`src/rtl/bus_driver_arbiter.sv`:
```
// Round-robin owner selection for a shared tristate output bus. Grants are
// registered one-hot enables with a forced dead gap after every release.
module bus_driver_arbiter #(
  parameter  int N_REQ     = 4,
  parameter  int MAX_HOLD  = 8,
  parameter  int TA_CYCLES = 1,
  localparam int IDX_W     = (N_REQ > 1) ? $clog2(N_REQ) : 1
) (
  input  logic             clk,
  input  logic             rst_n,
  input  logic [N_REQ-1:0] req,
  input  logic [N_REQ-1:0] done,
  output logic [N_REQ-1:0] grant,
  output logic [IDX_W-1:0] grant_idx,
  output logic             bus_busy,
  output logic             timeout
);

  localparam int HOLD_W = $clog2(MAX_HOLD) + 1;
  localparam int TA_W   = $clog2(TA_CYCLES) + 1;

  typedef enum logic [1:0] {IDLE, GRANT, TURNAROUND} state_t;

  state_t             state, state_n;
  logic [IDX_W-1:0]   ptr, ptr_n;
  logic [HOLD_W-1:0]  hold_cnt, hold_n;
  logic [TA_W-1:0]    ta_cnt, ta_n;
  logic [N_REQ-1:0]   grant_n;
  logic [IDX_W-1:0]   idx_n;
  logic               busy_n;
  logic               timeout_n;
  logic [IDX_W-1:0]   sel;
  logic               any_req;
  logic               own_req;
  logic               own_done;
  logic               hold_max;
  logic               release_bus;
  logic               ta_last;

  function automatic logic [IDX_W-1:0] wrap_idx(input int base, input int off);
    int s;
    s = base + off;
    if (s >= N_REQ) s = s - N_REQ;
    return IDX_W'(s);
  endfunction

  // First requester at or above the pointer, wrapping around.
  always_comb begin
    sel     = ptr;
    any_req = 1'b0;
    for (int i = 0; i < N_REQ; i++) begin
      if (!any_req && req[wrap_idx(int'(ptr), i)]) begin
        sel     = wrap_idx(int'(ptr), i);
        any_req = 1'b1;
      end
    end
  end

  // grant is one-hot, so masking avoids indexing by the owner number.
  assign own_req     = |(req & grant);
  assign own_done    = |(done & grant);
  assign hold_max    = (hold_cnt == HOLD_W'(MAX_HOLD - 1));
  assign release_bus = own_done | ~own_req | hold_max;
  assign ta_last     = (ta_cnt == TA_W'(TA_CYCLES - 1));

  always_ff @(posedge clk or negedge rst_n) begin
    if (!rst_n) begin
      state     <= IDLE;
      ptr       <= '0;
      hold_cnt  <= '0;
      ta_cnt    <= '0;
      grant     <= '0;
      grant_idx <= '0;
      bus_busy  <= 1'b0;
      timeout   <= 1'b0;
    end else begin
      state     <= state_n;
      ptr       <= ptr_n;
      hold_cnt  <= hold_n;
      ta_cnt    <= ta_n;
      grant     <= grant_n;
      grant_idx <= idx_n;
      bus_busy  <= busy_n;
      timeout   <= timeout_n;
    end
  end

  always_comb begin
    state_n = state;
    case (state)
      IDLE:       if (any_req) state_n = GRANT;
      GRANT:      if (release_bus) state_n = TURNAROUND;
      TURNAROUND: if (ta_last) state_n = IDLE;
      default:    state_n = IDLE;
    endcase
  end

  // A timeout is flagged only when the hold limit alone forced the release.
  always_comb begin
    grant_n   = grant;
    idx_n     = grant_idx;
    busy_n    = bus_busy;
    timeout_n = 1'b0;
    ptr_n     = ptr;
    hold_n    = hold_cnt;
    ta_n      = ta_cnt;
    case (state)
      IDLE: begin
        if (any_req) begin
          grant_n      = '0;
          grant_n[sel] = 1'b1;
          idx_n        = sel;
          busy_n       = 1'b1;
          hold_n       = '0;
        end
      end
      GRANT: begin
        hold_n = hold_cnt + 1'b1;
        if (release_bus) begin
          grant_n   = '0;
          idx_n     = '0;
          busy_n    = 1'b0;
          ta_n      = '0;
          timeout_n = hold_max & ~own_done & own_req;
          ptr_n     = (grant_idx == IDX_W'(N_REQ - 1)) ? '0 : grant_idx + 1'b1;
        end
      end
      TURNAROUND: begin
        if (!ta_last) ta_n = ta_cnt + 1'b1;
      end
      default: begin
        grant_n = '0;
        idx_n   = '0;
        busy_n  = 1'b0;
      end
    endcase
  end

endmodule

```
`config.mk`:
```
export PLATFORM = sky130hd
export DESIGN_NAME = bus_driver_arbiter
export DESIGN_NICKNAME = d
export VERILOG_FILES = /design/src/rtl/bus_driver_arbiter.sv
export SDC_FILE = /design/constraint.sdc
export NUM_CORES = 1
export LEC_CHECK = 0
export ABC_AREA = 0
export BUFFER_PORTS_ARGS = -buffer_cell sky130_fd_sc_hd__buf_4
export CAP_MARGIN = 20
export CORE_MARGIN = 1
export CORE_UTILIZATION = 52
export DETAILED_ROUTE_END_ITERATION = 8
export GPL_TIMING_DRIVEN = 0
export PLACE_DENSITY = 0.86
export SYNTH_ARGS = -nofsm -noshare
export SYNTH_HDL_FRONTEND = slang
export SYNTH_SLANG_ARGS = --single-unit
```
`constraint.sdc`:
```
create_clock -name clk -period 1.9 [get_ports clk]
set_input_delay 0 -clock clk [delete_from_list [all_inputs] [get_ports clk]]
set_output_delay 0 -clock clk [all_outputs]
set_load 0.01 [all_outputs]
```
Yosys cells after proc, flatten, opt, wreduce, memory -nomap -nowiden. Index checks and enable logic that the tools add are counted.

Output and inout bits: 8. Input port bits: 10. Word-level logic and storage cells: 103. Bits in registers: 17.

Equality and inequality tests: 7. Order comparisons: 10. Reductions and logical operators: 17. Mux-type cells: 42. Bitwise operators: 9. $add $sub $neg: 10.

Operators with widths (number): $mux W2 (14); $lt A2 B3 Y1 const B (5); $mux W1 (14); $mux W4 (3); $pmux W2 S3 (2); $pmux W4 S3 (1); $ge A3 B3 Y1 const B (3); $and A4 B4 Y4 (2); $bmux W1 S2 (4); $pmux W4 S2 (1); $reduce_or A4 Y1 (2); $sub A2 B1 Y2 const B (4); $add A2 B2 Y3 const B (2); $ne A2 B2 Y1 const B (3); $reduce_and A2 Y1 (3); $reduce_and A3 Y1 (2); $add A4 B1 Y4 const B (1); $eq A2 B2 Y1 const B (2); $eq A4 B3 Y1 const B (1); $logic_and A1 B1 Y1 (4); $reduce_bool A2 Y1 (2); $add A2 B1 Y3 const B (1); $ge A2 B3 Y1 const B (1); $logic_not A1 Y1 (3); 11 further kinds (15).

Longest topological paths before layout.
Word-level depth: 20. Mapped depth: 5. Mapped depth without buffers: 5.

Worst setup path before layout. Ideal clock, no wire load.

Path type: flip-flop to flip-flop. Start point: register grant[0]. End point: register ptr[0]. Path slack: 411 ps. Required time: 1775 ps. Cell stages (with the launch flop): 5. Path buffers: 0. Data arrival time: 1364 ps. Period minus slack after synthesis: 1489 ps. Library setup time: 125 ps. Path through: dfrtp_1 > a22o_1 > a211oi_4 > a21oi_4 > mux2_4.

Word-level cells in the longest chain between the ends: 6. Elaborated cells on any way between the ends: 8. Those cells by class: bitwise: 5; reduce/logical: 3.

RTL lines: start, declared (line 13) `output logic [N_REQ-1:0] grant,`; start signal, assigned (line 81) `grant <= grant_n;`; $and A4 B4 Y4 (line 60) `assign own_req = |(req & grant);`; $reduce_or A4 Y1 (line 60); $not A1 Y1 (line 63) `assign release_bus = own_done | ~own_req | hold_max;`; $or A1 B1 Y1 * (2 in series) (line 63); $reduce_and A2 Y1 (no line) *; end signal, assigned (line 78) `ptr <= ptr_n;`; end, declared (line 25) `logic [IDX_W-1:0] ptr, ptr_n;`.

Every way passes the cells marked *; elsewhere a longest branch is shown, timed or not. A chain may end at the register's enable or synchronous reset.

Final worst setup path. Same ends and word-level chain as after synthesis.

==> run_results.csv <==
group,metric,value,unit
final_layout,drive_gt1_frac,0.296,
global_routing,grt_pass1_vias,620,
final_layout,final_cell_mix,"dfrtp_1, buf_4, nor2_1",
drt,drtIter0Drc,25,
clocking,postCtsResizedCells,0,
logic_synthesis,yosysSeqAreaShare,0.458,
run,drv_cap,0,
placed_design,dp_slack,0.340,ns
final_layout,area_growth,19.7,%
logic_synthesis,syn_area_per_cell,11.2,um2
final_layout,nets,112,
sta,rsz0062_at_grt,"false",
floorplanning,start_util,0.567,
clocking,clk_latency,0.28,ns
critical_path,cp-start-kind,"register",
placed_design,port_buffers,16,
floorplanning,dieArea,1850,um2
power_and_ir_drop,powerDensity,1470,nW/um2
power_and_ir_drop,power,1.53,mW
critical_path,r2r_end,"ptr[0]",
logic_synthesis,ys_seq_elements,16,
logic_synthesis,yosys_warnings,0,
sta,maxSlewViolCount,0,
final_layout,finish.utilization,0.679,
critical_path,r2r_setup_slack,0.35,ns
global_routing,grt_max_degree,17,
sta,hold_viol,0,
critical_path,cp_cell_sequence,"a22o_1 -> a211oi_4 -> a21oi_4 -> mux2_4",
logic_synthesis,yosys.cell_types.count,33,
clocking,cts_tree,"yes",
clocking,numCtsBuffers,3,
critical_path,r2r-start,"grant[0]",
critical_path,critPathRequiredTime,2.07,ns
logic_synthesis,synth-edff-count,0,
global_routing,gr-total-overflow,0,
sta,setup_ws,0.345,ns
power_and_ir_drop,peakVddDrop,0.915,mV
sta,timing.slew.headroom,0.745,
final_layout,nFillCells,124,
final_layout,fin_area,1050,um2
final_layout,diodes,0,
drt,post-route-drc-count,0,
sta,fmax,643,MHz
sta,worst_slew_pin_slew,0.380,ns
drt,drt_pass1_iterations,4,
clocking,cts.sinks,16,
sta,fin_setup_tns,0,ns
floorplanning,io_pins,18,
floorplanning,placementRows,14,
drt,viasPerCell,6.05,
status,outcome,"complete, no violations",
critical_path,cp_max_fo,4,
sta,finalCritPeriodShare,0.818,
floorplanning,die_w,43.0,um
placed_design,place_congestion,0.779,
logic_synthesis,syn_area,875,um2
clocking,cts_buffer_depth,2,
clocking,post-cts-setup-buffer-count,0,
drt,wl_per_cell,14.6,um
logic_synthesis,syn_nets,90,
placed_design,dpl-instance-area,1010,um2
sta,fin_skew,0.00974,ns
critical_path,crit_type,"register to register",
critical_path,critical-path-max-stage-delay,0.42,ns
critical_path,cpMaxStageDelayCell,"dfrtp_1",
clocking,clk_pin_slew_worst_paths,0.09,ns
final_layout,multi_input_area,448,um2
clocking,clk_root_buffer_cell,"clkbuf_4",
critical_path,r2r_cells,4,
drt,ant_nets,0,
floorplanning,die_height,43.0,um
drt,vias,690,
global_routing,grt_pass1_wl,2.79,mm
global_routing,antenna_found_initial,0,
power_and_ir_drop,power.static_leakage,0.491,nW
logic_synthesis,async_flop_share,1.00,
sta,setup-violations-final,0,
clocking,htree_levels,1,
global_routing,grt_use_total,0.204,
min_path,hp-class,"input port to async pin",
critical_path,end_kind,"register",
critical_path,worstPathArrival,1.73,ns
logic_synthesis,syn_inst,78,
sta,post-route-min-period,1.55,ns
final_layout,regArea,400,um2
floorplanning,fp.coreArea,1540,um2
drt,wl,1.66,mm
logic_synthesis,synth_flop_cell,"dfrtp_1",
==> Yosys cell counts, types with 2 or more instances <==
master | number | share of area
a21o_1 | 3 | 0.026
a22o_1 | 4 | 0.040
a22oi_1 | 2 | 0.017
a2bb2oi_1 | 2 | 0.020
a32o_1 | 2 | 0.023
and2_1 | 2 | 0.014
dfrtp_1 | 16 | 0.46
ha_1 | 2 | 0.029
inv_1 | 3 | 0.013
mux2_4 | 2 | 0.034
nand2_1 | 4 | 0.017
nor2_1 | 7 | 0.030
nor2b_1 | 3 | 0.021
o21ai_0 | 5 | 0.029
o2bb2ai_1 | 3 | 0.030
==> metal layers <==
| metal | global-route usage | part of all wire |
|---|---|---|
| met1 | 0.293 | 0.48 |
| met2 | 0.297 | 0.48 |
| met3 | 0.0511 | 0.036 |
| met4 | 0.0788 | 0.0078 |
| met5 | 0 | 0 |
==> critical path: cells and delay by family, from the launching register on <==
kind / cells / cell delay, ns
flip-flops: 1 / 0.42
multiplexers: 1 / 0.31
AO/OA/AOI/OAI: 3 / 0.72
==> final cells by class <==
| class | count | area share |
|---|---|---|
| Inverter | 3 | 0.0108 |
| Timing Repair Buffer | 17 | 0.124 |
| Clock buffer | 3 | 0.0215 |
| Buffer | 2 | 0.0143 |
| Multi-Input combinational cell | 57 | 0.428 |
| Tap cell | 16 | 0.0191 |
| Sequential cell | 16 | 0.382 |
==> state kept, by name, indices dropped and copies added (netlist names) <==
name       cells
grant          4
grant_idx      2
ptr            2
state          2
bus_busy       1
hold_cnt       4
timeout        1
==> cell families (layout without fill, tap and decap cells) <==
kind of cell	count (synthesis)	count (layout)	share of synthesized area
buf+inv	5	25	0.0300
simple gates	22	22	0.139
flops	16	16	0.458
fa+ha+maj	2	2	0.0286
xor+xnor	1	1	0.0100
compound gates	30	30	0.300
mux	2	2	0.0343
==> how the worst max path moves through the flow <==
stage / from / to / slack, ns / cells after the start
2_1_floorplan: grant[0] / ptr[0] / 0.41 / 4
3_3_place_gp: grant[0] / ptr[1] / 0.38 / 4
3_5_place_dp: grant[0] / ptr[0] / 0.34 / 4
4_1_cts: grant[0] / ptr[0] / 0.33 / 4
5_1_grt: grant[0] / ptr[0] / 0.28 / 4
6_report: grant[0] / ptr[0] / 0.35 / 4
==> through the flow <==
stage               cells  hold slack [ns]
floorplan              78           -0.296
global placement      110           -0.133
detailed placement    110           -0.133
CTS                   114            0.108
global route          114            0.110
finish                114            0.105
==> timing repair <==
item | 4_1_cts | 5_1_grt
endpoints found under the hold margin | 16 | 0
hold buffers | 1 | 0
setup endpoints to repair | 0 | 0
==> power by group <==
group	internal, mW	switching, mW
Sequential	0.467	0.127
Combinational	0.391	0.384
Clock	0.0734	0.0926
No activity file was read; power rests on OpenSTA's default activity.
